File: config.mk
export PLATFORM = sky130hd
export DESIGN_NAME = keypad_scanner
export DESIGN_NICKNAME = d
export VERILOG_FILES = /design/src/rtl/keypad_scanner.sv
export SDC_FILE = /design/constraint.sdc
export NUM_CORES = 1
export LEC_CHECK = 0
export CAP_MARGIN = 40
export CORE_MARGIN = 4
export CORE_UTILIZATION = 57
export DETAILED_ROUTE_END_ITERATION = 12
export PLACE_DENSITY = 0.78
export SYNTH_ARGS = -nofsm -noshare
export SYNTH_HDL_FRONTEND = slang
export SYNTH_SLANG_ARGS = --single-unit
File: constraint.sdc
create_clock -name clk -period 2.84 [get_ports clk]
set_input_delay 0.71 -clock clk [delete_from_list [all_inputs] [get_ports clk]]
set_output_delay 0.71 -clock clk [all_outputs]
set_load 0.02 [all_outputs]
File: src/rtl/keypad_scanner.sv
`timescale 1ns/1ps
// 4x4 active-low matrix keypad scanner with row synchroniser and frame-level debounce.
// Optional build macro KEYPAD_GHOST_REJECT_EN: frames with two or more pressed keys read as released.
module keypad_scanner #(
  parameter int CLK_DIV        = 1000,
  parameter int DEBOUNCE_SCANS = 4
) (
  input  logic       clk,
  input  logic       rst,
  input  logic [3:0] row,
  output logic [3:0] col,
  output logic [4:0] key,
  output logic       key_strobe
);

  localparam logic [4:0] KEY_NONE = 5'd31;
  localparam int DIV_W = (CLK_DIV > 1) ? $clog2(CLK_DIV) : 1;
  localparam logic [DIV_W-1:0] DIV_LAST = DIV_W'(CLK_DIV - 1);
  localparam logic [3:0] DEB_MAX = 4'(DEBOUNCE_SCANS);

  localparam logic [1:0] S_COL0 = 2'd0;
  localparam logic [1:0] S_COL1 = 2'd1;
  localparam logic [1:0] S_COL2 = 2'd2;
  localparam logic [1:0] S_COL3 = 2'd3;

  logic [1:0]       state_reg;
  logic [1:0]       state_next;
  logic [DIV_W-1:0] div_cnt;
  logic [3:0]       row_meta;
  logic [3:0]       row_sync;
  logic [4:0]       frame_code;
  logic [4:0]       prev_code;
  logic [3:0]       stable_cnt;
  logic [3:0]       stable_next;
  logic [4:0]       col_code;
  logic [4:0]       merged_code;
  logic [4:0]       eval_code;
  logic             sample;
  logic             frame_end;

  function automatic logic [4:0] key_map(input logic [1:0] r, input logic [1:0] c);
    logic [4:0] code;
    case ({r, c})
      4'h0: code = 5'd1;   4'h1: code = 5'd2;   4'h2: code = 5'd3;   4'h3: code = 5'd10;
      4'h4: code = 5'd4;   4'h5: code = 5'd5;   4'h6: code = 5'd6;   4'h7: code = 5'd11;
      4'h8: code = 5'd7;   4'h9: code = 5'd8;   4'hA: code = 5'd9;   4'hB: code = 5'd12;
      4'hC: code = 5'd14;  4'hD: code = 5'd0;   4'hE: code = 5'd15;  default: code = 5'd13;
    endcase
    return code;
  endfunction

  always_comb begin
    case (state_reg)
      S_COL0:  col = 4'b1110;
      S_COL1:  col = 4'b1101;
      S_COL2:  col = 4'b1011;
      default: col = 4'b0111;
    endcase
  end

  always_comb begin
    case (state_reg)
      S_COL0:  state_next = S_COL1;
      S_COL1:  state_next = S_COL2;
      S_COL2:  state_next = S_COL3;
      default: state_next = S_COL0;
    endcase
  end

  assign sample    = (div_cnt == DIV_LAST);
  assign frame_end = sample && (state_reg == S_COL3);

  // Walk rows from the bottom up so the lowest pressed row wins within the column.
  always_comb begin
    col_code = KEY_NONE;
    for (int r = 3; r >= 0; r--) begin
      if (!row_sync[r]) col_code = key_map(2'(r), state_reg);
    end
  end

  assign merged_code = (frame_code != KEY_NONE) ? frame_code : col_code;

`ifdef KEYPAD_GHOST_REJECT_EN
  logic [1:0] frame_cnt;
  logic [2:0] col_hits;
  logic [2:0] cnt_sum;
  logic [1:0] merged_cnt;

  always_comb begin
    col_hits = 3'd0;
    for (int r = 0; r < 4; r++) begin
      if (!row_sync[r]) col_hits = col_hits + 3'd1;
    end
    cnt_sum    = col_hits + {1'b0, frame_cnt};
    merged_cnt = (cnt_sum >= 3'd2) ? 2'd2 : cnt_sum[1:0];
  end

  assign eval_code = (merged_cnt >= 2'd2) ? KEY_NONE : merged_code;

  always_ff @(posedge clk or posedge rst) begin
    if (rst) begin
      frame_cnt <= 2'd0;
    end else if (frame_end) begin
      frame_cnt <= 2'd0;
    end else if (sample) begin
      frame_cnt <= merged_cnt;
    end
  end
`else
  assign eval_code = merged_code;
`endif

  always_comb begin
    if (eval_code == prev_code) begin
      stable_next = (stable_cnt >= DEB_MAX) ? DEB_MAX : stable_cnt + 4'd1;
    end else begin
      stable_next = 4'd1;
    end
  end

  always_ff @(posedge clk or posedge rst) begin
    if (rst) begin
      row_meta <= 4'b1111;
      row_sync <= 4'b1111;
    end else begin
      row_meta <= row;
      row_sync <= row_meta;
    end
  end

  always_ff @(posedge clk or posedge rst) begin
    if (rst) begin
      state_reg  <= S_COL0;
      div_cnt    <= '0;
      frame_code <= KEY_NONE;
      prev_code  <= KEY_NONE;
      stable_cnt <= 4'd0;
      key        <= KEY_NONE;
      key_strobe <= 1'b0;
    end else begin
      key_strobe <= 1'b0;
      if (sample) begin
        div_cnt   <= '0;
        state_reg <= state_next;
        if (frame_end) begin
          frame_code <= KEY_NONE;
          prev_code  <= eval_code;
          stable_cnt <= stable_next;
          // key only moves here, once per frame, so downstream sees a clean level.
          if ((stable_next == DEB_MAX) && (eval_code != key)) begin
            key        <= eval_code;
            key_strobe <= (eval_code != KEY_NONE);
          end
        end else begin
          frame_code <= merged_code;
        end
      end else begin
        div_cnt <= div_cnt + 1'b1;
      end
    end
  end

endmodule

# Word level (Yosys, flattened, before mapping)
# Cells that the tools add are included.
# totals
regBits	40
input_bits	6
out_inout_bits	10
wordCells	44
# op_classes
addsub	2
order_cmp	1
n_eq_ne	9
n_mux	18
reduce_logical	5
# ops
operator	n
one-hot mux 5 bit (4 select lines)	3
two-way mux 5 bit	6
one-hot mux 4 bit (3 select lines)	2
adder 10 x 1 -> 10 bit (second input constant)	1
equality test 10 bit (second input constant)	1
two-way mux 10 bit	1
!= test 5 bit (second input constant)	2
two-way mux 4 bit	2
one-hot mux 2 bit (3 select lines)	1
equality test 5 bit	1
!= test 5 bit	1
adder 4 x 1 -> 4 bit (second input constant)	1
equality test 2 bit (second input constant)	2
equality test 4 x 3 -> 1 bit (second input constant)	1
greater-or-equal comparator 4 x 3 -> 1 bit (second input constant)	1
two-way mux 1 bit	3
AND reduction 3 bit	1
equality test 2 x 1 -> 1 bit (second input constant)	1
logical AND 1 bit	2
zero test 2 bit	1
AND reduction 2 bit	1

# Depth between registers and ports, before layout
# Gate-level depths: netlist of the first run.
# logic_depth
ltp_word	14
mapped_depth	9
ltp_nobuf	9

# Least setup slack after synthesis of the first run
# OpenSTA, ideal clock, no wires.
# synth_path
path_kind	register -> register
from	register state_reg[0]
to	register key[0]
setup_ns	0.082
arrival_ns	2.535
t_required_ns	2.758
slack_ns	0.223
path_stages_with_launch	10
path_buffers	0
period_less_slack_ns	2.617
cell_sequence	dfrtp_1 > inv_1 > ha_1 > o21a_1 > o2111a_1 > o31ai_4 > xor2_1 > nand2_1 > a2111oi_4 > mux2_2
# synth_via
elab_chain_len	12
elab_cells_between_ends	20
classes_between	6 x eq/ne; 10 x mux; 4 x reduce/logical
# synth_rtl
item	line_no	source
start: declaration	26	logic [1:0] state_reg;
start signal: assignment	144	state_reg <= state_next;
equality test 2 bit, or another cell as far along	43	case ({r, c})
one-hot mux 4 bit (3 select lines)	43	
two-way mux 5 bit (4 in series)	77	if (!row_sync[r]) col_code = key_map(2'(r), state_reg);
two-way mux 5 bit	81	assign merged_code = (frame_code != KEY_NONE) ? frame_code : col_code;
equality test 5 bit	114	if (eval_code == prev_code) begin
two-way mux 4 bit	114	
equality test 4 x 3 -> 1 bit	150	if ((stable_next == DEB_MAX) && (eval_code != key)) begin
logical AND 1 bit	150	
AND reduction 3 bit (no line)	n/a	
end signal: assignment	151	key <= eval_code;
end: declaration	12	output logic [4:0] key,
# Several ways; a longest one is shown, not always the timed one. The select of a mux whose other input is x is not followed.
# A chain may end at the register's enable or synchronous reset.

# Worst setup path in the final report of the first run
# layout_path
from	register state_reg[0]
to	register key[4]
# layout_via
elab_chain_len	12
elab_cells_between_ends	20
classes_between	6 x eq/ne; 10 x mux; 4 x reduce/logical
# layout_rtl
item	line_no
equality test 2 bit, or another cell as far along	43
one-hot mux 4 bit (3 select lines)	43
two-way mux 5 bit (4 in series)	77
two-way mux 5 bit	81
equality test 5 bit	114
two-way mux 4 bit	114
equality test 4 x 3 -> 1 bit	150
logical AND 1 bit	150
AND reduction 3 bit (no line) (*)	n/a
# Mark *: on every way between the ends. The rest lies on a longest branch, timed or not. The select of a mux whose other input is x is not followed.

==> flow_summary.yaml, run 1 <==
logic_synthesis:
  postSynthCellCount: 200
  yosysMostFrequentCell: "dfstp_2"
  synthArstFlopShare_pct: 100
  synth_top_area_share_pct: 29.3
  yosysSeqAreaShare_pct: 49.9
  synth_warnings: 0
  synth_edf_count: 0
  yosysUniqueCellTypes: 47
  synth_nets: 214
  ys_seq_elements: 40
  synth_common_cells: "23 x dfstp_2, 22 x nand2_1, 17 x dfrtp_1, 17 x o21ai_0, 15 x inv_1"
  yosysTopAreaCell: "dfstp_2"
  synth_area_leaders: "dfstp_2 29%, dfrtp_1 21%, ha_1 4.8%"
  synth_flop_cell: "dfstp_2"
  synth_area_um2: 2060
  synth.avg_cell_area_um2: 10.3
hold_path:
  min_path_type: "flop to flop"
  hold_depth: 0
die:
  die_h_um: 68.2
  die_area_um2: 4650
  io_pins: 16
  initial_core_util_pct: 60.4
  die_x_um: 68.2
  std_cell_rows: 21
  core_um2: 3420
global_route:
  grt_max_degree: 41
  grt_first_pass_wirelength_um: 6920
  grt_pass1_vias: 1540
  grt.total_usage_pct: 19.9
  grt-ovfl-total: 0
  antenna_found_initial: 0
setup_path:
  cp.depth: 9
  cpPeakStageDelay_ps: 450
  crit_path_max_fanout: 7
  cp_cell_sequence: "inv_1, ha_1, o311ai_1, nor3_1, o21ba_2, nand3_1, a2111oi_4, buf_4, mux2i_1"
  cp_slowest_cell: "a2111oi_4"
  cp.arrival_ps: 2920
  worstRegToRegCells: 9
  crit_family: "compound AO/OA/AOI/OAI gates"
  crit_path_end_kind: "flop"
  path_class: "flop to flop"
  cp.required_ps: 3120
  crit_buf_inv: 2
  start_kind: "flop"
finish:
  area_delta_synth_final_pct: 16.4
  final_nets: 240
  largest_reg_flops: 10
  drive_above_1_share_pct: 22.5
  diodes: 0
  largest_register: "div_cnt"
  final_core_util_pct: 70.4
clocking:
  cts_buffers: 5
  cts-root-buf: "clkbuf_4"
  path_clk_slew_ps: 120
  clock_sinks: 40
  cts_tree: "built"
  postCtsHoldBufs: 0
  htree_levels: 2
  clk_latency_ps: 350
  cts.path.max_buffers: 2
timing:
  fin_crit_ps: 2640
  rsz0062_at_grt: "false"
  hold_viol_final: 0
  fmax_ghz: 0.378
  fin_crit_sh_pct: 93.1
  setup_viol: 0
  slew_headroom_pct: 67.0
  finalSetupTns_ps: 0
  finalClockSkew_ps: 14.0
  slew_violations: 0
  tightest_slew_ps: 495
placed_design:
  portBuffers: 15
  hpwlAfterDp_um: 2970
  gp_congestion: 0.831
drt:
  wl_per_cell_um: 15.0
  met3_wirelength_um: 207
  viasPerCell: 5.82
  drt-met1-wl_um: 1780
  highest_layer: "met4"
  wl_met2_um: 2030
  drtIter0Drc: 66
  vias: 1588
  ant_nets: 0
  route.detailed.drc: 0
  first_pass_iters: 4
  drt-total-wl_um: 4100
power:
  ir_drop_mv: 0.334
  power_density_nw_per_um2: 414
  leakage_nw: 1.05
job:
  cap_violations: 0
status:
  outcome: "complete, no violations"
[report_power, final]
part	switching, mW	leakage [nW]	internal (mW)
registers	0.00664	0.462	0.581
logic	0.0150	0.534	0.0110
clock network	0.182	0.0497	0.198
total	0.204	1.05	0.791
[layout by cell type (no fill, tap or decap), types with 5 or more instances in the layout]
cell and n:
buf_4 8, nand3_1 11, dfrtp_1 17, clkbuf_4 5, ha_1 8, xnor2_1 5, dfstp_2 23, nor2_1 13
xor2_1 7, inv_1 15, nand2_1 22, o21ai_0 17, clkdlybuf4s50_1 15
[final timing paths]
path | end | slack, ps | from
setup / recovery | key[4] | 200 | state_reg[0]
hold / removal | row_sync[3] | 360 | row_meta[3]
setup reg to reg | key[4] | 200 | state_reg[0]
hold reg to reg | row_sync[3] | 360 | row_meta[3]
max in group asynchronous | row_sync[3] | 1700 | rst
min in group asynchronous | div_cnt[9] | 760 | rst
[per-stage QoR]
stage | cells | hold slack, ps | instance area [um^2] | setup slack [ps] | total power [mW]
5_1_grt | 273 | 369 | 2400 | 11.6 | 1.03
3_3_place_gp | 264 | 346 | 2300 | 254 | 0.622
4_1_cts | 272 | 363 | 2390 | 97.5 | 1.00
3_5_place_dp | 264 | 347 | 2300 | 129 | 0.624
2_1_floorplan | 200 | 345 | 2060 | 223 | 0.611
6_report | 273 | 361 | 2400 | 197 | 0.995
[repair_timing]
item | in CTS | in global routing
resized for setup | 0 | 3
setup endpoints to repair | 0 | 4
endpoints found under the hold margin | 0 | 0
setup buffers | 0 | 1
[area by class of cell]
| type | count | area [um^2] |
|---|---|---|
| Clock buffer | 8 | 90.1 |
| Inverter | 15 | 56.3 |
| Sequential cell | 40 | 1030 |
| Tap cell | 46 | 57.6 |
| Multi-Input combinational cell | 141 | 960 |
| Timing Repair Buffer | 23 | 210 |
| Fill cell | 263 | 1010 |
[per-layer routing]
layer | GRT usage (%) | vias to the layer above
met4 | 7.69 | 0
met5 | 0 | -
li1 | - | 752
met2 | 33.2 | 43
met1 | 24.0 | 782
met3 | 6.08 | 11
[worst reg2reg max path, cell delays in order, from the launching register on]
cell and delay (ps):
dfrtp_1 430, inv_1 110, ha_1 300, o311ai_1 410, nor3_1 100, o21ba_2 230, nand3_1 130, a2111oi_4 450
buf_4 200, mux2i_1 200
[cell families (layout without fill, tap and decap cells)]
group / after synthesis / count (layout) / share of synthesized area [%]
simple gates: 72 / 72 / 17.4
compound gates: 44 / 44 / 16.3
flops: 40 / 40 / 49.9
buf+inv: 19 / 46 / 3.94
xor+xnor: 12 / 12 / 5.09
fa+ha+maj: 8 / 8 / 4.85
mux: 5 / 5 / 2.55
(Power assumes the default switching activity.)
==> inputs of run 2 (changes only) <==
--- a/config.mk
+++ b/config.mk
@@ -10,6 +10,7 @@
 export CORE_UTILIZATION = 57
 export DETAILED_ROUTE_END_ITERATION = 12
 export PLACE_DENSITY = 0.78
+export SETUP_SLACK_MARGIN = 0.02
 export SYNTH_ARGS = -nofsm -noshare
 export SYNTH_HDL_FRONTEND = slang
 export SYNTH_SLANG_ARGS = --single-unit
==> results of run 2 <==
Final layout, timing and power as in run 1 (identical DEF).
==> inputs of run 3 (changes only) <==
==> constraint.sdc (replaced) <==
create_clock -name clk -period 2.84 [get_ports clk]
set_input_delay 0.284 -clock clk [delete_from_list [all_inputs] [get_ports clk]]
set_output_delay 0.284 -clock clk [all_outputs]
set_load 0.02 [all_outputs]
==> flow_summary.yaml, run 3 (synthesis gave the netlist of run 1 again) <==
finish:
  drive_above_1_share_pct: 22.0
  final_core_util_pct: 69.5
  layout_common_cells: "23 x dfstp_2, 22 x nand2_1, 17 x o21ai_0, 17 x dfrtp_1"
  diodes: 0
  final_nets: 240
  final_cells: 273
  layout_commonest_cell: "dfstp_2"
  largest_reg_flops: 10
  design_area_um2: 2370
  area_delta_synth_final_pct: 15.0
  largest_register: "div_cnt"
global_route:
  grt_first_pass_wirelength_um: 6840
  grt_max_degree: 41
  grt_pass1_vias: 1539
  antenna_found_initial: 0
  grt.total_usage_pct: 19.7
  grt-ovfl-total: 0
placed_design:
  hpwlAfterDp_um: 2960
  portBuffers: 15
  dp.cells: 264
  place_ws_ps: 178
  placed_area_um2: 2300
  gp_congestion: 0.855
timing:
  hold_slack_ps: 325
  fin_crit_sh_pct: 91.5
  hold_viol_final: 0
  slew_headroom_pct: 66.2
  finalClockSkew_ps: 9.57
  finalSetupTns_ps: 0
  rsz0062_at_grt: "false"
  fin_crit_ps: 2600
  slew_violations: 0
  tightest_slew_ps: 506
  setup_viol: 0
  fmax_ghz: 0.385
  worst_slack_ps: 241
setup_path:
  path_class: "flop to flop"
  crit_path_end_kind: "flop"
  start_kind: "flop"
  crit_buf_inv: 2
  crit_path_max_fanout: 6
  cp.required_ps: 3110
  regToRegEndpoint: "key[1]"
  cp_cell_sequence: "inv_1, ha_1, o21a_1, o2111a_1, o31ai_4, xor2_1, nand2_1, a2111oi_4, buf_4, mux2i_1"
  cpPeakStageDelay_ps: 430
  worstRegToRegCells: 10
  r2r_slack_ps: 240
  crit_family: "compound AO/OA/AOI/OAI gates"
  startpoint: "state_reg[0]"
  cp.depth: 10
  timing.rr.start: "state_reg[0]"
  cp.arrival_ps: 2870
  cp_slowest_cell: "dfrtp_1"
hold_path:
  min_path_type: "input port to asynchronous set/reset pin"
clocking:
  cts_tree: "built"
  cts.path.max_buffers: 2
  path_clk_slew_ps: 120
  cts_buffers: 5
  cts-root-buf: "clkbuf_4"
  clk_latency_ps: 350
  clock_sinks: 40
  htree_levels: 2
drt:
  route.detailed.drc: 0
  drt-total-wl_um: 3950
  ant_nets: 0
  first_pass_iters: 4
  wl_per_cell_um: 14.5
  drtIter0Drc: 47
  vias: 1568
  viasPerCell: 5.74
power:
  power_density_nw_per_um2: 389
  p_total_uw: 922
  leakage_nw: 1.03
  ir_drop_mv: 0.415
status:
  outcome: "complete, no violations"
die:
  std_cell_rows: 21
  die_x_um: 68.2
  initial_core_util_pct: 60.4
  core_um2: 3420
  die_area_um2: 4650
  die_h_um: 68.2
  io_pins: 16
job:
  cap_violations: 0
-- run 3: how the worst max path moves through the flow --
stage	endpoint	slack, ps
after floorplan	key[0]	220
after global placement	key[2]	260
after detailed placement	key[0]	180
after CTS	key[0]	150
after global routing	key[1]	4
final	key[1]	240
-- run 3: area by class of cell --
class	instances	area (um^2)
Clock buffer	6	51.3
Inverter	15	56.3
Clock inverter	2	13.8
Fill cell	256	1040
Timing Repair Buffer	23	210
Tap cell	46	57.6
Sequential cell	40	1030
Multi-Input combinational cell	141	955
-- run 3: timing repair --
action | CTS | global route
hold buffers | 0 | 0
endpoints found under the setup margin | 0 | 4
setup buffers | 0 | 1
gates resized for setup | 0 | 2
-- run 3: per-layer routing --
metal | up-vias | wire length [um] | track usage (%) | share of wire (%)
met5 | - | 0 | 0 | 0
met4 | 0 | 78 | 8.44 | 2.0
met3 | 10 | 177 | 5.42 | 4.5
met2 | 35 | 1990 | 33.2 | 50
met1 | 772 | 1700 | 23.4 | 43
li1 | 751 | - | - | -
-- run 3: power breakdown --
part | internal (mW) | switching (mW) | leakage (nW)
Clock | 0.121 | 0.189 | 0.0348
Sequential | 0.581 | 0.00594 | 0.462
Combinational | 0.0110 | 0.0146 | 0.532
Total | 0.713 | 0.209 | 1.03
-- run 3: tightest hold or removal path: cells and delay by family --
kind	cells	cell delay [ps]
buffers and inverters	3	850
